==> src/rtl/branchmux.sv <==
`default_nettype none
// +--------------------------------------------------------------------+
// | branchmux : PC-source select encoding shared by EX and IF          |
// | Rev 1.0                                                            |
// +--------------------------------------------------------------------+
package branchmux;
  typedef enum logic {
    pcplus4  = 1'b0,
    br_taken = 1'b1
  } branchmux_sel_t;
endpackage
`default_nettype wire

==> src/rtl/if_stage_pkg.sv <==
`default_nettype none
// +--------------------------------------------------------------------+
// | if_stage_pkg : RV32I immediate decoders used by the IF/ID register |
// | Rev 1.0                                                            |
// +--------------------------------------------------------------------+
package if_stage_pkg;
  function automatic logic [31:0] imm_i(input logic [31:0] ir);
    return {{21{ir[31]}}, ir[30:20]};
  endfunction

  function automatic logic [31:0] imm_s(input logic [31:0] ir);
    return {{21{ir[31]}}, ir[30:25], ir[11:7]};
  endfunction

  function automatic logic [31:0] imm_b(input logic [31:0] ir);
    return {{20{ir[31]}}, ir[7], ir[30:25], ir[11:8], 1'b0};
  endfunction

  function automatic logic [31:0] imm_u(input logic [31:0] ir);
    return {ir[31:12], 12'h000};
  endfunction

  function automatic logic [31:0] imm_j(input logic [31:0] ir);
    return {{12{ir[31]}}, ir[19:12], ir[20], ir[30:21], 1'b0};
  endfunction
endpackage
`default_nettype wire

==> src/rtl/rv32i_types.sv <==
`default_nettype none
// +--------------------------------------------------------------------+
// | rv32i_types : opcode encodings, fetch FSM states, bubble encoding  |
// | Rev 1.0                                                            |
// +--------------------------------------------------------------------+
package rv32i_types;
  typedef enum logic [6:0] {
    op_lui   = 7'b0110111,
    op_auipc = 7'b0010111,
    op_jal   = 7'b1101111,
    op_jalr  = 7'b1100111,
    op_br    = 7'b1100011,
    op_load  = 7'b0000011,
    op_store = 7'b0100011,
    op_imm   = 7'b0010011,
    op_reg   = 7'b0110011,
    op_csr   = 7'b1110011
  } rv32i_opcode;

  typedef enum logic [1:0] {
    REQ   = 2'd0,
    HOLD  = 2'd1,
    FLUSH = 2'd2
  } fetch_state_t;

  localparam logic [31:0] NOP_INSTR = 32'h0000_0013;
endpackage
`default_nettype wire

==> src/rtl/if_stage_ifid_reg.sv <==
`default_nettype none
// +--------------------------------------------------------------------+
// | ifid_reg : IF/ID pipeline register plus field/immediate decode     |
// | Rev 1.0                                                            |
// +--------------------------------------------------------------------+
module ifid_reg
  import rv32i_types::rv32i_opcode;
  import if_stage_pkg::*;
#(
  parameter logic [31:0] NOP_INSTR = 32'h0000_0013
) (
  input  logic        clk,
  input  logic        rst,
  input  logic        i_load,
  input  logic        i_bubble,
  input  logic [31:0] i_instr,
  input  logic [31:0] i_pc,
  output logic        o_valid,
  output logic [31:0] o_pc,
  output logic [31:0] o_instr,
  output rv32i_opcode o_opcode,
  output logic [2:0]  o_funct3,
  output logic [6:0]  o_funct7,
  output logic [4:0]  o_rs1,
  output logic [4:0]  o_rs2,
  output logic [4:0]  o_rd,
  output logic [31:0] o_i_imm,
  output logic [31:0] o_s_imm,
  output logic [31:0] o_b_imm,
  output logic [31:0] o_u_imm,
  output logic [31:0] o_j_imm
);
  logic        r_valid;
  logic [31:0] r_pc;
  logic [31:0] r_instr;

  // A bubble leaves the PC field untouched; only the word and valid change.
  always_ff @(posedge clk or negedge rst) begin
    if (!rst) begin
      r_valid <= 1'b0;
      r_pc    <= '0;
      r_instr <= NOP_INSTR;
    end else if (i_load) begin
      if (i_bubble) begin
        r_valid <= 1'b0;
        r_instr <= NOP_INSTR;
      end else begin
        r_valid <= 1'b1;
        r_pc    <= i_pc;
        r_instr <= i_instr;
      end
    end
  end

  assign o_valid  = r_valid;
  assign o_pc     = r_pc;
  assign o_instr  = r_instr;
  assign o_opcode = rv32i_opcode'(r_instr[6:0]);
  assign o_funct3 = r_instr[14:12];
  assign o_funct7 = r_instr[31:25];
  assign o_rs1    = r_instr[19:15];
  assign o_rs2    = r_instr[24:20];
  assign o_rd     = r_instr[11:7];
  assign o_i_imm  = imm_i(r_instr);
  assign o_s_imm  = imm_s(r_instr);
  assign o_b_imm  = imm_b(r_instr);
  assign o_u_imm  = imm_u(r_instr);
  assign o_j_imm  = imm_j(r_instr);
endmodule
`default_nettype wire

==> src/rtl/if_stage.sv <==
`default_nettype none
// +--------------------------------------------------------------------+
// | if_stage : PC owner, instruction-memory handshake and IF/ID stage  |
// | Rev 1.0                                                            |
// +--------------------------------------------------------------------+
module if_stage
  import branchmux::branchmux_sel_t, branchmux::br_taken;
  import rv32i_types::rv32i_opcode, rv32i_types::fetch_state_t;
  import rv32i_types::REQ, rv32i_types::HOLD, rv32i_types::FLUSH;
#(
  parameter logic [31:0] RESET_PC  = 32'h0000_0060,
  parameter logic [31:0] NOP_INSTR = rv32i_types::NOP_INSTR
) (
  input  logic           clk,
  input  logic           rst,
  input  logic           pipeline_en,
  input  branchmux_sel_t branchmux_sel,
  input  logic [31:0]    br_target,
  output logic           inst_read,
  output logic [31:0]    inst_addr,
  input  logic           inst_resp,
  input  logic [31:0]    inst_rdata,
  output logic           valid_id,
  output logic [31:0]    pc_id,
  output logic [31:0]    instr_id,
  output rv32i_opcode    opcode_id,
  output logic [2:0]     funct3_id,
  output logic [6:0]     funct7_id,
  output logic [4:0]     rs1_id,
  output logic [4:0]     rs2_id,
  output logic [4:0]     rd_id,
  output logic [31:0]    i_imm,
  output logic [31:0]    s_imm,
  output logic [31:0]    b_imm,
  output logic [31:0]    u_imm,
  output logic [31:0]    j_imm
);
  fetch_state_t r_state, w_next_state;
  logic [31:0]  r_pc, w_next_pc;
  logic [31:0]  r_hold, w_next_hold;
  logic [31:0]  r_redir_pc, w_next_redir_pc;
  logic         w_redirect;
  logic         w_deliver;
  logic [31:0]  w_deliver_instr;
  logic [31:0]  w_pc_plus4;

  assign w_redirect = (branchmux_sel == br_taken) && pipeline_en;
  assign w_pc_plus4 = r_pc + 32'd4;

  always_ff @(posedge clk or negedge rst) begin
    if (!rst) begin
      r_state    <= REQ;
      r_pc       <= RESET_PC;
      r_hold     <= '0;
      r_redir_pc <= '0;
    end else begin
      r_state    <= w_next_state;
      r_pc       <= w_next_pc;
      r_hold     <= w_next_hold;
      r_redir_pc <= w_next_redir_pc;
    end
  end

  // The request address is always r_pc; in FLUSH r_pc still holds the
  // abandoned address so it stays stable until memory answers.
  always_comb begin
    w_next_state    = r_state;
    w_next_pc       = r_pc;
    w_next_hold     = r_hold;
    w_next_redir_pc = r_redir_pc;
    inst_read       = 1'b0;
    inst_addr       = r_pc;
    w_deliver       = 1'b0;
    w_deliver_instr = inst_rdata;
    case (r_state)
      REQ: begin
        inst_read = 1'b1;
        if (w_redirect) begin
          if (inst_resp) begin
            w_next_pc = br_target;
          end else begin
            w_next_redir_pc = br_target;
            w_next_state    = FLUSH;
          end
        end else if (inst_resp) begin
          if (pipeline_en) begin
            w_deliver = 1'b1;
            w_next_pc = w_pc_plus4;
          end else begin
            w_next_hold  = inst_rdata;
            w_next_state = HOLD;
          end
        end
      end
      HOLD: begin
        w_deliver_instr = r_hold;
        if (w_redirect) begin
          w_next_hold  = '0;
          w_next_pc    = br_target;
          w_next_state = REQ;
        end else if (pipeline_en) begin
          w_deliver    = 1'b1;
          w_next_pc    = w_pc_plus4;
          w_next_state = REQ;
        end
      end
      FLUSH: begin
        inst_read = 1'b1;
        if (w_redirect) w_next_redir_pc = br_target;
        if (inst_resp) begin
          w_next_pc    = w_redirect ? br_target : r_redir_pc;
          w_next_state = REQ;
        end
      end
      default: w_next_state = REQ;
    endcase
  end

  ifid_reg #(
    .NOP_INSTR (NOP_INSTR)
  ) u_ifid_reg (
    .clk      (clk),
    .rst      (rst),
    .i_load   (pipeline_en),
    .i_bubble (!w_deliver),
    .i_instr  (w_deliver_instr),
    .i_pc     (r_pc),
    .o_valid  (valid_id),
    .o_pc     (pc_id),
    .o_instr  (instr_id),
    .o_opcode (opcode_id),
    .o_funct3 (funct3_id),
    .o_funct7 (funct7_id),
    .o_rs1    (rs1_id),
    .o_rs2    (rs2_id),
    .o_rd     (rd_id),
    .o_i_imm  (i_imm),
    .o_s_imm  (s_imm),
    .o_b_imm  (b_imm),
    .o_u_imm  (u_imm),
    .o_j_imm  (j_imm)
  );
endmodule
`default_nettype wire

==> config.mk <==
export PLATFORM = sky130hd
export DESIGN_NAME = if_stage
export DESIGN_NICKNAME = d
export VERILOG_FILES = /design/src/rtl/branchmux.sv /design/src/rtl/if_stage_pkg.sv /design/src/rtl/rv32i_types.sv /design/src/rtl/if_stage_ifid_reg.sv /design/src/rtl/if_stage.sv
export SDC_FILE = /design/constraint.sdc
export NUM_CORES = 1
export LEC_CHECK = 0
export CORE_UTILIZATION = 45
export CTS_CLUSTER_DIAMETER = 200
export DETAILED_ROUTE_END_ITERATION = 10
export MAX_ROUTING_LAYER = met4
export PLACE_DENSITY = 0.92
export RECOVER_POWER = 25
export SYNTH_ARGS = -nofsm -noshare
export SYNTH_HDL_FRONTEND = slang
export SYNTH_HIERARCHICAL = 1
export SYNTH_SLANG_ARGS = --single-unit
==> constraint.sdc <==
create_clock -name clk -period 3.12 [get_ports clk]
set_clock_uncertainty 0.1 [all_clocks]
set_input_delay 0.936 -clock clk [delete_from_list [all_inputs] [get_ports clk]]
set_output_delay 0.936 -clock clk [all_outputs]
set_load 0.05 [all_outputs]
---- Word level (Yosys, flattened, before mapping) ----
Index checks and enable logic that the tools add are counted.
cells by class
  $add $sub $neg .......................... 1
  eq/ne operators ......................... 13
  multiplexer cells ....................... 33
  reduce and logical (&&, ||, !) cells .... 11
operators with widths
  kind                     count
  $mux W32                 15
  $pmux W32 S2             2
  $pmux W32 S3             1
  $add A32 B3 Y32 const B  1
  $mux W2                  7
  $ne A2 B2 Y1 const B     7
  $ne A3 B3 Y1 const B     4
  $reduce_and A5 Y1        2
  $mux W1                  6
  $pmux W2 S3              1
  $reduce_and A3 Y1        2
  $reduce_bool A2 Y1       2
  $reduce_bool A3 Y1       1
  $eq A2 B1 Y1 const B     1
  $eq A2 B2 Y1 const B     1
  $logic_not A2 Y1         1
  $pmux W1 S2              1
  $reduce_and A2 Y1        1
  $reduce_or A2 Y1         1
  $logic_and A1 B1 Y1      1
word-level totals
  register bits after elaboration ......... 163
  input port bits ......................... 69

---- Logic depth before layout (Yosys ltp) ----
  word-level depth ........................ 5
  mapped depth ............................ 9

---- By module ----
The synthesis kept the hierarchy.
modules (own cells, without submodules)
  module    times used  cells each  area each (µm²)
  if_stage  1           485         5117.4
  ifid_reg  1           399         4146.5

---- Worst setup path after synthesis ----
OpenSTA, ideal clock, no wires.
  path type ............................... register to output
  start point ............................. register u_ifid_reg.r_instr[31], in the netlist u_ifid_reg/o_instr[31]
  end point ............................... output port b_imm[13]
  arrival ................................. 2.163 ns
  required time ........................... 2.084 ns
  path slack .............................. -0.079 ns
  stages on the path, launching flop included .. 2
  cells stage by stage .................... dfrtp_1 buf_4
RTL lines
  item                    line                     RTL
  start, declared         if_stage_ifid_reg.sv:35  logic [31:0] r_instr;
  start signal, assigned  if_stage_ifid_reg.sv:50  r_instr <= i_instr;
  end, declared           if_stage.sv:34           output logic [31:0] b_imm,
No word-level cell between the ends.

---- Worst setup path in the final report ----
  start point ............................. register r_pc[5], in the netlist inst_addr[5]
  end point ............................... output port inst_addr[5]
RTL lines
  item                    line            RTL
  start, declared         if_stage.sv:39  logic [31:0] r_pc, w_next_pc;
  start signal, assigned  if_stage.sv:58  r_pc <= w_next_pc;
  end, declared           if_stage.sv:20  output logic [31:0] inst_addr,
No word-level cell between the ends.

==> flow_metrics.tcl <==
set metrics [dict create \
    async_flop_share_pct 100.0 \
    irDropWorstVdd_mv 0.7784 \
    synth_edf_count 0 \
    drv_slew 76 \
    max_freq_mhz 340.3 \
    maxCapViolCount 1 \
    wire_per_inst_um 18.52 \
    cts_setup_buffers 0 \
    start_util_pct 45.78 \
    violations "max-capacitance violations, max-slew violations" \
    worst_slew_pin_slew_ns 1.669 \
    max-slew-margin-rel_pct -11.27 \
    cts_made_buffers 17 \
    power_per_cell_area_nw_per_um2 743.0 \
    yosysTopAreaCellShare_pct 42.68 \
    rsz0062_at_grt "false" \
    clock_latency_ns 0.43 \
    synth-seq-cells 163 \
    vias 7228 \
    instances_no_fill 1335 \
    power_leakage_uw 0.005122 \
    grt_pass1_wl_mm 39.00 \
    die_width_um 145.5 \
    crit_family "buffers and inverters" \
    cts_buffer_depth 2 \
    comb_power_share_pct 42.8 \
    drtIter0Drc 605 \
    rows 52 \
    synth_top_cell_by_area "dfrtp_1" \
    cts_tree "built" \
    dp_hpwl_mm 17.13 \
    cp-end-kind "primary output" \
    synthTopCellsByArea "dfrtp_1, buf_4, mux2_2" \
    power.net_switching_uw 3800 \
    vias_per_cell 5.414 \
    clkPwrFrac_pct 22.7 \
    root_buffer "clkbuf_16" \
    critPathBufInv 1 \
    die_y_um 145.5 \
    drive_above_1_share_pct 23.71 \
    drt-pass1-iter-count 5 \
    wirelength_mm 24.73 \
    grt-ovfl-total 0 \
    synth_area_um2 9264 \
    layout.cells.most_common "clkdlybuf4s50_1" \
    grt_pass1_vias 7063 \
    swShare_pct 42.38 \
    synth_ff_type "dfrtp_1" \
    path_clk_slew_ns 0.06 \
    ant_nets 0 \
    route.detailed.drc 0 \
    final.min_clock_period_ns 2.939 \
    outcome "finished, violations left" \
    crit_cells 1 \
    grt_max_degree 78 \
    worstPathRequired_ns 2.08 \
    ff2ff_path_depth 6 \
    port_buffers 344 \
    gp_congestion 0.8672 \
    internal_power_uw 5167 \
    design.portCount 359 \
    crit_path_start_kind "flip-flop" \
    coreArea_um2 20230 \
    max_stage_delay_ns 0.84 \
    slowest_stage "clkdlybuf4s50_1" \
    track_usage_pct 23.96 \
    clock_sinks 163 \
    fp.dieArea_um2 21160 \
    layout_setup_ws_ns 0.1815 \
    htree_levels 4 \
    yosysSeqAreaShare_pct 44.10 \
    layout.nets 1120 \
    ctsResizeCount 0 \
    pwr-share-seq_pct 34.5 \
    antenna_found_initial 2 \
    worstSetupPathType "reg -> out" \
    finalSetupViolations 0 \
    synthToLayoutAreaGrowth_pct 30.28 \
    pre_cts_slack_ns 0.1700 \
    ys_types 58 \
    path_cells "clkdlybuf4s50_1" \
    layout_common_cells "clkdlybuf4s50_1, dfrtp_1, buf_4" \
    critPathMaxFanout 9 \
    yosys_warnings 6 \
    cts_hold_buf 0 \
    finalHoldViolCount 0 \
    crit_arrival_ns 1.90 \
    fin_crit_sh_pct 94.18 \
    fin_setup_tns_ns 0 \
    syn_avg_cell_area_um2 10.48 \
    hold_class "in -> async" \
    fin_util_pct 59.65 \
    synth_cells 884 \
    dp_cells 1301 \
]
synthesized netlist by cell type (7+ instances only):
| cell type | count |
|---|---|
| buf_4 | 192 |
| buf_2 | 8 |
| nand4_1 | 10 |
| or3_1 | 10 |
| o21ai_0 | 47 |
| a21oi_1 | 52 |
| dfrtp_1 | 158 |
| mux2_2 | 69 |
| nand2_1 | 30 |
| nand3b_1 | 27 |
| a31oi_1 | 7 |
| o211ai_1 | 8 |
| clkbuf_1 | 31 |
| nor2_1 | 25 |
| a22o_1 | 39 |
| mux2_4 | 27 |
| nand3_1 | 13 |
| a211oi_1 | 7 |
| inv_1 | 33 |
cell type report:
| class | instances | area, um^2 |
|---|---|---|
| Inverter | 33 | 123.9 |
| Sequential cell | 163 | 4086 |
| Timing Repair Buffer | 374 | 3486 |
| Antenna cell | 2 | 5.005 |
| Clock inverter | 15 | 150.1 |
| Clock buffer | 17 | 425.4 |
| Multi-Input combinational cell | 461 | 3455 |
| Tap cell | 270 | 337.8 |
| Fill cell | 1580 | 8165 |
per-stage QoR:
stage	hold slack, ns	power, uW	area [um^2]
6_report	0.2991	8967	12070
5_1_grt	0.3093	9325	12070
4_1_cts	0.3069	9008	12090
3_5_place_dp	0.3799	6939	11510
3_3_place_gp	0.3777	6854	11510
2_1_floorplan	0.3606	5734	9314
metal layers:
layer / GRT usage, % / vias to the layer above / wire length [um]
met3: 5.956 / 28 / 1808
met1: 27.67 / 3610 / 9697
met4: 8.368 / 0 / 392
met2: 40.53 / 352 / 12830
li1: - / 3238 / -
met5: - / - / 0
path summary, 6_finish.rpt:
| path | from | end | slack [ns] |
|---|---|---|---|
| max | inst_addr[5] | inst_addr[5] | 0.18 |
| max reg2reg | inst_addr[2] | inst_addr[24] | 0.67 |
| min in group clk | r_hold[13] | r_hold[13] | 0.40 |
| min | rst | u_ifid_reg/o_pc[4] | 0.30 |
| max in group asynchronous | rst | r_hold[1] | 0.65 |
| min reg2reg | r_hold[13] | r_hold[13] | 0.40 |
sequential cells by signal (all words and copies together), names as in the netlist:
register	flops
u_ifid_reg/o_valid	1
u_ifid_reg/o_pc	32
u_ifid_reg/o_instr	32
r_state	2
inst_addr	32
r_hold	32
r_redir_pc	32
power groups by stage:
stage | combinational [uW] | sequential [uW] | clock [uW]
floorplan | 1590 | 4150 | 0
global placement | 3760 | 3100 | 0
detailed placement | 3830 | 3110 | 0
CTS | 3840 | 3090 | 2070
global route | 3990 | 3160 | 2170
finish | 3830 | 3100 | 2040
cells by family after synthesis:
group | count (synthesis) | share of synthesized area, %
muxes | 99 | 13.09
adders and majority gates | 1 | 0.1350
other | 1 | 0.04048
DFF | 163 | 44.10
buffers and inverters | 273 | 19.35
xor gates and xnor gates | 4 | 0.3782
and+or+nand+nor | 145 | 8.968
AOI/OAI and AO/OA | 198 | 13.94
(Power assumes the default switching activity.)
